==> src/rtl/multicycle_controller.sv <==
// Main control FSM of the multicycle MIPS datapath: sequences fetch/decode/execute/memory/writeback.
// Optional performance counters are enabled by defining CTRL_PERF_COUNTERS_EN.
module multicycle_controller #(
  parameter int OPCODE_W = 6,
  parameter int ALU_OP_W = 2
) (
  input  logic                clk,
  input  logic                rst,
  input  logic [OPCODE_W-1:0] opcode,
  input  logic                zero,
  input  logic                mem_ready,
  output logic                pc_write,
  output logic                pc_write_cond,
  output logic                i_or_d,
  output logic                mem_read,
  output logic                mem_write,
  output logic                ir_write,
  output logic                reg_dst,
  output logic                mem_to_reg,
  output logic                reg_write,
  output logic                alu_src_a,
  output logic [1:0]          alu_src_b,
  output logic [1:0]          pc_src,
  output logic [ALU_OP_W-1:0] alu_op,
  output logic                illegal_instr
`ifdef CTRL_PERF_COUNTERS_EN
  ,
  output logic [31:0]         retired_count,
  output logic [31:0]         stall_count
`endif
);

  localparam logic [OPCODE_W-1:0] OP_R    = OPCODE_W'(6'b000000);
  localparam logic [OPCODE_W-1:0] OP_LW   = OPCODE_W'(6'b100011);
  localparam logic [OPCODE_W-1:0] OP_SW   = OPCODE_W'(6'b101011);
  localparam logic [OPCODE_W-1:0] OP_BEQ  = OPCODE_W'(6'b000100);
  localparam logic [OPCODE_W-1:0] OP_ADDI = OPCODE_W'(6'b001000);
  localparam logic [OPCODE_W-1:0] OP_J    = OPCODE_W'(6'b000010);

  localparam logic [ALU_OP_W-1:0] ALU_ADD  = ALU_OP_W'(2'b00);
  localparam logic [ALU_OP_W-1:0] ALU_SUB  = ALU_OP_W'(2'b01);
  localparam logic [ALU_OP_W-1:0] ALU_FUNC = ALU_OP_W'(2'b10);
  localparam logic [ALU_OP_W-1:0] ALU_OFF  = ALU_OP_W'(2'b11);

  typedef enum logic [3:0] {
    FETCH     = 4'd0,
    DECODE    = 4'd1,
    MEM_ADDR  = 4'd2,
    MEM_READ  = 4'd3,
    MEM_WB    = 4'd4,
    MEM_WRITE = 4'd5,
    R_EXEC    = 4'd6,
    R_WB      = 4'd7,
    ADDI_EXEC = 4'd8,
    ADDI_WB   = 4'd9,
    BRANCH    = 4'd10,
    JUMP      = 4'd11,
    ILLEGAL   = 4'd12
  } state_t;

  state_t state, state_next;

  // The zero flag is ANDed with pc_write_cond in the datapath, not here.
  logic unused_zero;
  assign unused_zero = zero;

  always_ff @(posedge clk or negedge rst) begin
    if (!rst) state <= FETCH;
    else      state <= state_next;
  end

  always_comb begin
    state_next = FETCH;
    case (state)
      FETCH:     state_next = mem_ready ? DECODE : FETCH;
      DECODE: begin
        case (opcode)
          OP_R:         state_next = R_EXEC;
          OP_LW, OP_SW: state_next = MEM_ADDR;
          OP_BEQ:       state_next = BRANCH;
          OP_ADDI:      state_next = ADDI_EXEC;
          OP_J:         state_next = JUMP;
          default:      state_next = ILLEGAL;
        endcase
      end
      // An opcode that is neither LW nor SW here must never start a memory access.
      MEM_ADDR: begin
        if (opcode == OP_LW)      state_next = MEM_READ;
        else if (opcode == OP_SW) state_next = MEM_WRITE;
        else                      state_next = FETCH;
      end
      MEM_READ:  state_next = mem_ready ? MEM_WB : MEM_READ;
      MEM_WRITE: state_next = mem_ready ? FETCH : MEM_WRITE;
      R_EXEC:    state_next = R_WB;
      ADDI_EXEC: state_next = ADDI_WB;
      default:   state_next = FETCH;
    endcase
  end

  // Outputs are gated by rst so that nothing is driven, even FETCH's read, while reset is held.
  always_comb begin
    pc_write      = 1'b0;
    pc_write_cond = 1'b0;
    i_or_d        = 1'b0;
    mem_read      = 1'b0;
    mem_write     = 1'b0;
    ir_write      = 1'b0;
    reg_dst       = 1'b0;
    mem_to_reg    = 1'b0;
    reg_write     = 1'b0;
    alu_src_a     = 1'b0;
    alu_src_b     = 2'b00;
    pc_src        = 2'b00;
    alu_op        = ALU_ADD;
    illegal_instr = 1'b0;
    if (rst) begin
      case (state)
        FETCH: begin
          mem_read  = 1'b1;
          alu_src_b = 2'b01;
          ir_write  = mem_ready;
          pc_write  = mem_ready;
        end
        DECODE:    alu_src_b = 2'b11;
        MEM_ADDR, ADDI_EXEC: begin
          alu_src_a = 1'b1;
          alu_src_b = 2'b10;
        end
        MEM_READ: begin
          mem_read = 1'b1;
          i_or_d   = 1'b1;
        end
        MEM_WB: begin
          reg_write  = 1'b1;
          mem_to_reg = 1'b1;
        end
        MEM_WRITE: begin
          mem_write = 1'b1;
          i_or_d    = 1'b1;
        end
        R_EXEC: begin
          alu_src_a = 1'b1;
          alu_op    = ALU_FUNC;
        end
        R_WB: begin
          reg_write = 1'b1;
          reg_dst   = 1'b1;
        end
        ADDI_WB:   reg_write = 1'b1;
        BRANCH: begin
          alu_src_a     = 1'b1;
          alu_op        = ALU_SUB;
          pc_write_cond = 1'b1;
          pc_src        = 2'b01;
        end
        JUMP: begin
          pc_write = 1'b1;
          pc_src   = 2'b10;
          alu_op   = ALU_OFF;
        end
        ILLEGAL:   illegal_instr = 1'b1;
        default: ;
      endcase
    end
  end

`ifdef CTRL_PERF_COUNTERS_EN
  always_ff @(posedge clk or negedge rst) begin
    if (!rst) begin
      retired_count <= 32'd0;
      stall_count   <= 32'd0;
    end else begin
      if (state_next == FETCH && state != FETCH && state != ILLEGAL)
        retired_count <= retired_count + 32'd1;
      if ((state == FETCH || state == MEM_READ || state == MEM_WRITE) && !mem_ready)
        stall_count <= stall_count + 32'd1;
    end
  end
`endif

endmodule

==> config.mk <==
export PLATFORM = sky130hd
export DESIGN_NAME = multicycle_controller
export DESIGN_NICKNAME = d
export VERILOG_FILES = /design/src/rtl/multicycle_controller.sv
export SDC_FILE = /design/constraint.sdc
export NUM_CORES = 1
export LEC_CHECK = 0
export CAP_MARGIN = 10
export CORE_MARGIN = 8
export CORE_UTILIZATION = 37
export CTS_BUF_LIST = sky130_fd_sc_hd__clkbuf_2 sky130_fd_sc_hd__clkbuf_4 sky130_fd_sc_hd__clkbuf_8
export DETAILED_ROUTE_END_ITERATION = 8
export HOLD_SLACK_MARGIN = 0.06
export PLACE_DENSITY = 0.77
export SYNTH_ARGS = -nofsm -noshare
export SYNTH_HDL_FRONTEND = slang
export SYNTH_SLANG_ARGS = --single-unit
==> constraint.sdc <==
create_clock -name clk -period 1.43 [get_ports clk]
set_clock_uncertainty 0.15 [all_clocks]
set_input_delay 0.143 -clock clk [delete_from_list [all_inputs] [get_ports clk]]
set_output_delay 0.143 -clock clk [all_outputs]
set_load 0.02 [all_outputs]
==> results of run 1 <==
-- cell usage after synthesis, types with 2 or more instances --
cell       n
nor2_1     7
o21ai_1    2
a211o_1    2
dfrtp_1    4
nor2b_1    3
inv_1      5
nor4_1     3
a2111oi_0  2
nand2b_1   2
nor3_1     8
buf_2      5
xor2_1     2
o21ai_0    3
or2_1      2
a211oi_1   2
and2_1     2
nand2_1    6
a21oi_1    3
-- per-stage QoR --
step                      hold WS (ns)  area (µm²)    util  setup WS, ns
after floorplan                -0.3026       638.1       -      -0.09221
after CTS                       0.3585        1324  0.8997       -0.2929
after global placement          0.3315        1114  0.7568       -0.7205
after detailed placement        0.3500        1114  0.7568       -0.7527
-- logic make-up after synthesis --
family | Yosys count | synth area share
compound gates | 20 | 0.2473
flops | 4 | 0.1766
xor+xnor | 3 | 0.04637
simple gates | 44 | 0.4393
buf+inv | 11 | 0.09051
-- repair_timing --
item	in CTS
resized for setup	134
hold buffers	1
pin swaps	10
setup endpoints to repair	21
setup buffers	8
endpoints found under the hold margin	4
==> impl_metrics.toml, run 1 <==
[status]
status = "stopped before the end"
failing_step = "global routing"
error_line = "[ERROR DPL-0033] detailed placement checks failed during check placement."

[place]
dpl.hpwl_mm = 1.708
place_inst = 149
globalplace.congestion = 0.8500
io_buffers = 25

[synthesis]
syn_area_um2 = 566.8
avgSynthCellArea_um2 = 6.912
synthCells = 82
yosysWarnings = 0
async_reset_ff_frac = 1.000
ys.flop_type = "dfrtp_1"
seq_area_frac_synth = 0.1766
yosysTopAreaCell = "dfrtp_1"
synth_top_area_frac = 0.1766
synth_edf_count = 0
ys_types = 37
synthTopCellsByArea = "dfrtp_1 (18%), nor3_1 (7.1%), nor2_1 (4.6%), buf_2 (4.4%), nand2_1 (4.0%)"
ys_ff_latch = 4
syn_nets = 92

[clocking]
ctsHtreeMaxLevel = 1
cts_made_buffers = 3
clk_path_buf_depth = 2
cts_root_buf = "clkbuf_4"
cts_sinks = 4

[floorplanning]
die_x_um = 55.14
boundaryPins = 27
rows = 14
die_y_um = 55.14
start_util = 0.3852

[global_routing]
grt_max_degree = 9
antenna_found_initial = 0

[sta]
worst-ep-kind = "primary output"
grt-worst-endpoint = "reg_write"
==> run 2, diff against run 1 <==
==> config.mk (replaced) <==
export PLATFORM = sky130hd
export DESIGN_NAME = multicycle_controller
export DESIGN_NICKNAME = d
export VERILOG_FILES = /design/src/rtl/multicycle_controller.sv
export SDC_FILE = /design/constraint.sdc
export NUM_CORES = 1
export LEC_CHECK = 0
export CAP_MARGIN = 10
export CORE_AREA = 8 8 69 71
export DETAILED_ROUTE_END_ITERATION = 8
export DIE_AREA = 0 0 77 79
export PLACE_DENSITY_LB_ADDON = 0.15
export SYNTH_ARGS = -nofsm -noshare
export SYNTH_HDL_FRONTEND = slang
export SYNTH_SLANG_ARGS = --single-unit
==> constraint.sdc (replaced) <==
create_clock -name clk -period 1.9 [get_ports clk]
set_clock_uncertainty 0.15 [all_clocks]
set_input_delay 0.19 -clock clk [delete_from_list [all_inputs] [get_ports clk]]
set_output_delay 0.19 -clock clk [all_outputs]
set_load 0.02 [all_outputs]
==> run 2 against run 1 <==
Net effect: the run now ends clean; area after synthesis unchanged; synthesized cell count unchanged.
==> impl_metrics.toml, run 2 <==
[routing]
via_count = 813
antenna_left = 0
vias_per_cell = 4.279
drt-total-wl_mm = 2.360
routedWlPerCell_um = 12.42
drc = 0
drtIter0Drc = 31
first_pass_iters = 4

[sta]
setup_ws_ns = 0.1062
whs_ns = 0.4984
fmax_ghz = 0.5575
slew_violations = 0
tightestPinTransition_ns = 0.3387
hold_violations = 0
relSlewSlack = 0.7684
rsz0062_at_grt = "false"
period_share = 0.9441
fin_crit_ns = 1.794
setup_viol = 0

[cells_and_area]
area_delta_synth_final_pct = 92.27
final_cell_area_um2 = 1090
multi_input_area_um2 = 427.9
final_core_util = 0.2869
nets = 152
seqCellArea_um2 = 103.9
top_regs = "state: 4 flops"
drive_above_1_share = 0.4500
final_cell_mix = "buf_4 (33), clkbuf_2 (13), nor3_1 (8)"
final_common_cell = "buf_4"
nFillCells = 441
antenna_cells = 0
largest-register = "state"
largest_reg_flops = 4

[place]
dpl.hpwl_mm = 1.809
globalplace.congestion = 0.7165
io_buffers = 25
post_dp_cell_area_um2 = 1095
pre_cts_ws_ns = -0.4540

[synthesis]
synth_edf_count = 0
yosys-top-cells-count = "nor3_1 (8), nor2_1 (7), nand2_1 (6)"
ys_types = 37
ys.flop_type = "dfrtp_1"
yosysTopAreaCell = "dfrtp_1"
async_reset_ff_frac = 1.000
synth_top_area_frac = 0.1766
seq_area_frac_synth = 0.1766
yosysWarnings = 0
syn_area_um2 = 566.8
syn_nets = 92
synthCells = 82
ys_ff_latch = 4
synthTopCellsByArea = "dfrtp_1 (18%), nor3_1 (7.1%), nor2_1 (4.6%), buf_2 (4.4%), nand2_1 (4.0%)"
avgSynthCellArea_um2 = 6.912
synth.most_common_cell = "nor3_1"

[floorplanning]
die_x_um = 77
die_y_um = 79
start_util = 0.1492
coreArea_um2 = 3799
rows = 23
boundaryPins = 27
die-area_um2 = 6083

[global_routing]
grt_use_total = 0.07485
use_met1 = 0.09133
gr-usage-met3 = 0.02144
top_usage_layer = "met2"
grt_max_degree = 11
antenna_found_initial = 0
overflow = 0
use_met2 = 0.1198
grt_pass1_wl_mm = 3.712
grt_pass1_vias = 764

[clocking]
clock_latency_ns = 0.22
cts_tree = "yes"
ctsHtreeMaxLevel = 1
clkTransAtPathRegs_ns = 0.03
cts_sinks = 4
clk_path_buf_depth = 2
cts_made_buffers = 3
cts_root_buf = "clkbuf_8"

[power]
power.leakage_nw = 0.5183
power_density_nw_per_um2 = 1120
ir_worst_vdd_v = 0.0002409

[hold_path]
hold_path.class = "input port to async pin"

[status]
status = "finished, final reports clean"

[setup_path]
arrival_ns = 1.45
path_max_fanout = 6
startpoint = "state[2]"
rr_worst_depth = 6
regToRegStartpoint = "state[2]"
reg2reg_slack_ns = 0.17
end_kind = "output pin"
critPathCapture = "mem_read"
crit_type = "flip-flop to output pin"
reg2reg_to = "state[2]"
cp.required_ns = 1.56
crit_path_start_kind = "flip-flop"

[job]
max-cap-violations = 0
[run 2: logic make-up after synthesis]
family,share of synthesized area
flops,0.1766
compound gates,0.2473
simple gates,0.4393
xor+xnor,0.04637
buf+inv,0.09051
[run 2: cell type report]
class	count	share of cell area
multi-input combinational	67	0.3927
timing repair buffer	61	0.3995
inverter	5	0.01722
sequential	4	0.09529
tap	50	0.05741
clock buffer	3	0.03789
[run 2: where the power goes]
group	leakage, nW	internal (W)	switching (W)
sequential	0.0473	0.000121	0.0000553
combinational	0.449	0.000443	0.000422
clock	0.0216	0.000135	0.0000446
[run 2: worst max-delay path: stages (launching register included)]
cell	delay, ns
dfrtp_2	0.45
clkbuf_2	0.17
or2_4	0.27
a211oi_1	0.15
buf_2	0.20
[run 2: worst min-delay path by stage]
stage	endpoint	slack [ns]	cells after the start
final	state[0]	0.50	3
after global routing	state[3]	0.53	3
after CTS	state[0]	0.51	3
after detailed placement	state[0]	0.48	2
after global placement	state[0]	0.46	2
after floorplan	state[0]	-0.26	0
[run 2: timing repair]
action                                  in CTS  in global routing
endpoints found under the setup margin      17                 16
resized for setup                           36                 28
buffers inserted                             0                  3
hold buffers                                 1                  0
hold endpoints to repair                     4                  0
[run 2: per-stage QoR]
| step | power, W | std cells | setup TNS [ns] |
|---|---|---|---|
| final | 0.001220 | 190 | 0 |
| after global routing | 0.001324 | 190 | 0 |
| after CTS | 0.001201 | 187 | 0 |
| after detailed placement | 0.001046 | 183 | -5.246 |
| after global placement | 0.001046 | 183 | -4.746 |
| after floorplan | 0.0005844 | 82 | 0 |
[run 2: routing by layer]
metal | vias up | routed length, µm
li1 | 417 | -
met1 | 365 | 1099
met2 | 29 | 1101
met3 | 2 | 139
met4 | 0 | 19
met5 | - | 0
(Power assumes the default switching activity.)
==> RTL change (settings of run 2) <==
Set the parameter `ALU_OP_W` to 4 (it was 2).
--- a/src/rtl/multicycle_controller.sv
+++ b/src/rtl/multicycle_controller.sv
@@ -4,3 +4,3 @@
   parameter int OPCODE_W = 6,
-  parameter int ALU_OP_W = 2
+  parameter int ALU_OP_W = 4
 ) (
Ports: changed (resized alu_op); port bits go from 27 to 29. No check against the original RTL was run, so the function may have changed too.
==> RTL change against run 2 <==
- synthesized area is 3.3% higher
- sequential share of layout area barely moved
- total power decreased by 2.7%
- routed wire length decreased by 6.5%
- non-clock buffer count is 4 lower
- design area is 0.46% higher
- worst setup slack got worse by 5.1 ps
- sequential cell count did not move
- combinational power fell by 3.9%
- synthesized cell count is 3.7% higher
- critical path type unchanged
- critical endpoint is now alu_src_b[1]
- largest cell class is now multi-input combinational cells
==> RTL change: results (changes against run 2) <==
| Metric | Value |
|---|---|
| Largest registers | state x4 |
| Most frequent cells after synthesis | nor3_1 (8), nor2_1 (7), nand2_1 (6), buf_2 (5), inv_1 (5) |
| Setup slack after layout | 101.0 ps (-5.128 ps) |
| Top cells by area, synth | dfrtp_1 (17%), nor3_1 (6.8%), nor2_1 (4.5%) |
| WP data arrival | 1460 ps |
| Worst hold-check path type | in -> async |
| First-pass GRT wire length | 3746 um (+0.92%) |
| Crit Reg-Reg Endpoint | state[1] |
| Post-synth ARST share | 100.0% (unchanged) |
| Area after DPL | 0.001087 mm^2 (-0.69%) |
| TritonCTS Buffers | 3 (unchanged) |
| Antenna diode count | 0 (unchanged) |
| Vias in the first global route | 855 (+12%) |
| Max Root-Sink Buffers | 2 (unchanged) |
| FF-to-FF Start | state[2] |
| Avg WL per Cell | 11.73 um (-5.5%) |
| R2r worst-path depth | 5 (-1) |
| Port Buffer Count | 25 (unchanged) |
| Reg2Reg Setup Slack | 250 ps (+80 ps) |
| Fraction of layout cells with a size suffix above 1 | 39.13% (-5.9 points) |
| Clk slew on worst S/H paths | 30 ps (about the same) |
| Status | complete, no violations |
| Initial antenna violation count | 0 (unchanged) |
| Clock Latency Late Sink | 220 ps (about the same) |
| CTS H-tree depth | 1 (unchanged) |
| Largest net degree at the start of global routing | 9 (-2) |
| Warnings, synthesis | 0 (unchanged) |
| Post-synth top flop | dfrtp_1 |
| CTS root buf | clkbuf_8 |
| Dpl ws | -399.6 ps (+54.38 ps) |
| Total Routing Usage GR | 7.482% (about the same) |
| Post-DP HPWL | 1841 um (+1.8%) |
| First-pass detailed-route iteration total | 4 (unchanged) |
| Seq/Total Area, Yosys | 17.09% (-0.57 points) |
| Antenna Violating Nets Remaining | 0 (unchanged) |
| Vias per cell | 4.319 (+0.94%) |
| Leakage | 0.5116 nW (-1.3%) |
| Crit path max fanout | 6 (unchanged) |
| Layout Nets | 150 (-1.3%) |
| Worst VDD drop | 0.2409 mV (about the same) |
| RePlAce Congestion | 0.7713 (+7.6%) |
| Library cells used by synthesis | 38 (+2.7%) |
| DRT iter0 DRCs | 25 (-19%) |
## RTL change: cell count changes after synthesis
cell / change
buf_4: +2
conb_1: +1
## RTL change: timing repair
item | 4_1_cts | 5_1_grt
setup buffers | 1 | 0
setup endpoints to repair | 17 | 13
hold buffers | 1 | 0
pin swaps | 0 | 1
gates resized for setup | 33 | 21
cloned | 0 | 0
hold endpoints to repair | 4 | 0
## RTL change: kinds of logic after synthesis
kind of cell | share of synthesized area (%)
flops | 17.09
other cells | 0.6404
compound gates | 23.93
buf+inv | 11.32
xor+xnor | 4.488
simple gates | 42.52
## RTL change: where the power goes
group	internal, mW	leakage (nW)	total [mW]	switching (mW)
sequential	0.121	0.0473	0.176	0.0549
clock	0.135	0.0216	0.181	0.0456
combinational	0.434	0.443	0.831	0.397
total	0.690	0.512	1.19	0.497
## RTL change: worst max-delay path by stage
stage	from	endpoint	cells past startpoint
6_report	state[3]	alu_src_b[1]	5
3_5_place_dp	rst	pc_write	6
4_1_cts	state[3]	mem_write	4
2_1_floorplan	state[3]	alu_src_a	3
5_1_grt	state[1]	ir_write	4
3_3_place_gp	rst	pc_write	6
## RTL change: per-stage QoR
step	hold WS, ps	cells	power [mW]
3_5_place_dp	416.7	183	1.034
4_1_cts	457.5	188	1.200
6_report	454.7	188	1.187
3_3_place_gp	415.9	183	1.043
5_1_grt	497.5	188	1.288
2_1_floorplan	-255.6	86	0.5910
## RTL change: per-layer routing
metal / up-vias / global-route usage, % / part of all wire (%) / wire length [um]
met1: 384 / 7.743 / 44 / 970
met3: 2 / 2.709 / 3.8 / 84
met2: 15 / 13.85 / 52 / 1143
met4: 0 / 2.264 / 0.36 / 8
li1: 411 / - / - / -
met5: - / 0 / 0 / 0
## RTL change: worst max-delay path, cell delays in order, from the launching register on
cell and delay, ps:
dfrtp_2 440, buf_4 160, o21ai_1 120, nand2_1 70, a21oi_1 130, clkdlybuf4s15_1 320
## RTL change: cell type report
class | instances | area (um^2)
fill | 433 | 2704
multi-input combinational | 69 | 435.4
timing repair buffer | 57 | 432.9
sequential | 4 | 103.9
tap | 50 | 62.56
clock buffer | 3 | 41.29
inverter | 5 | 18.77
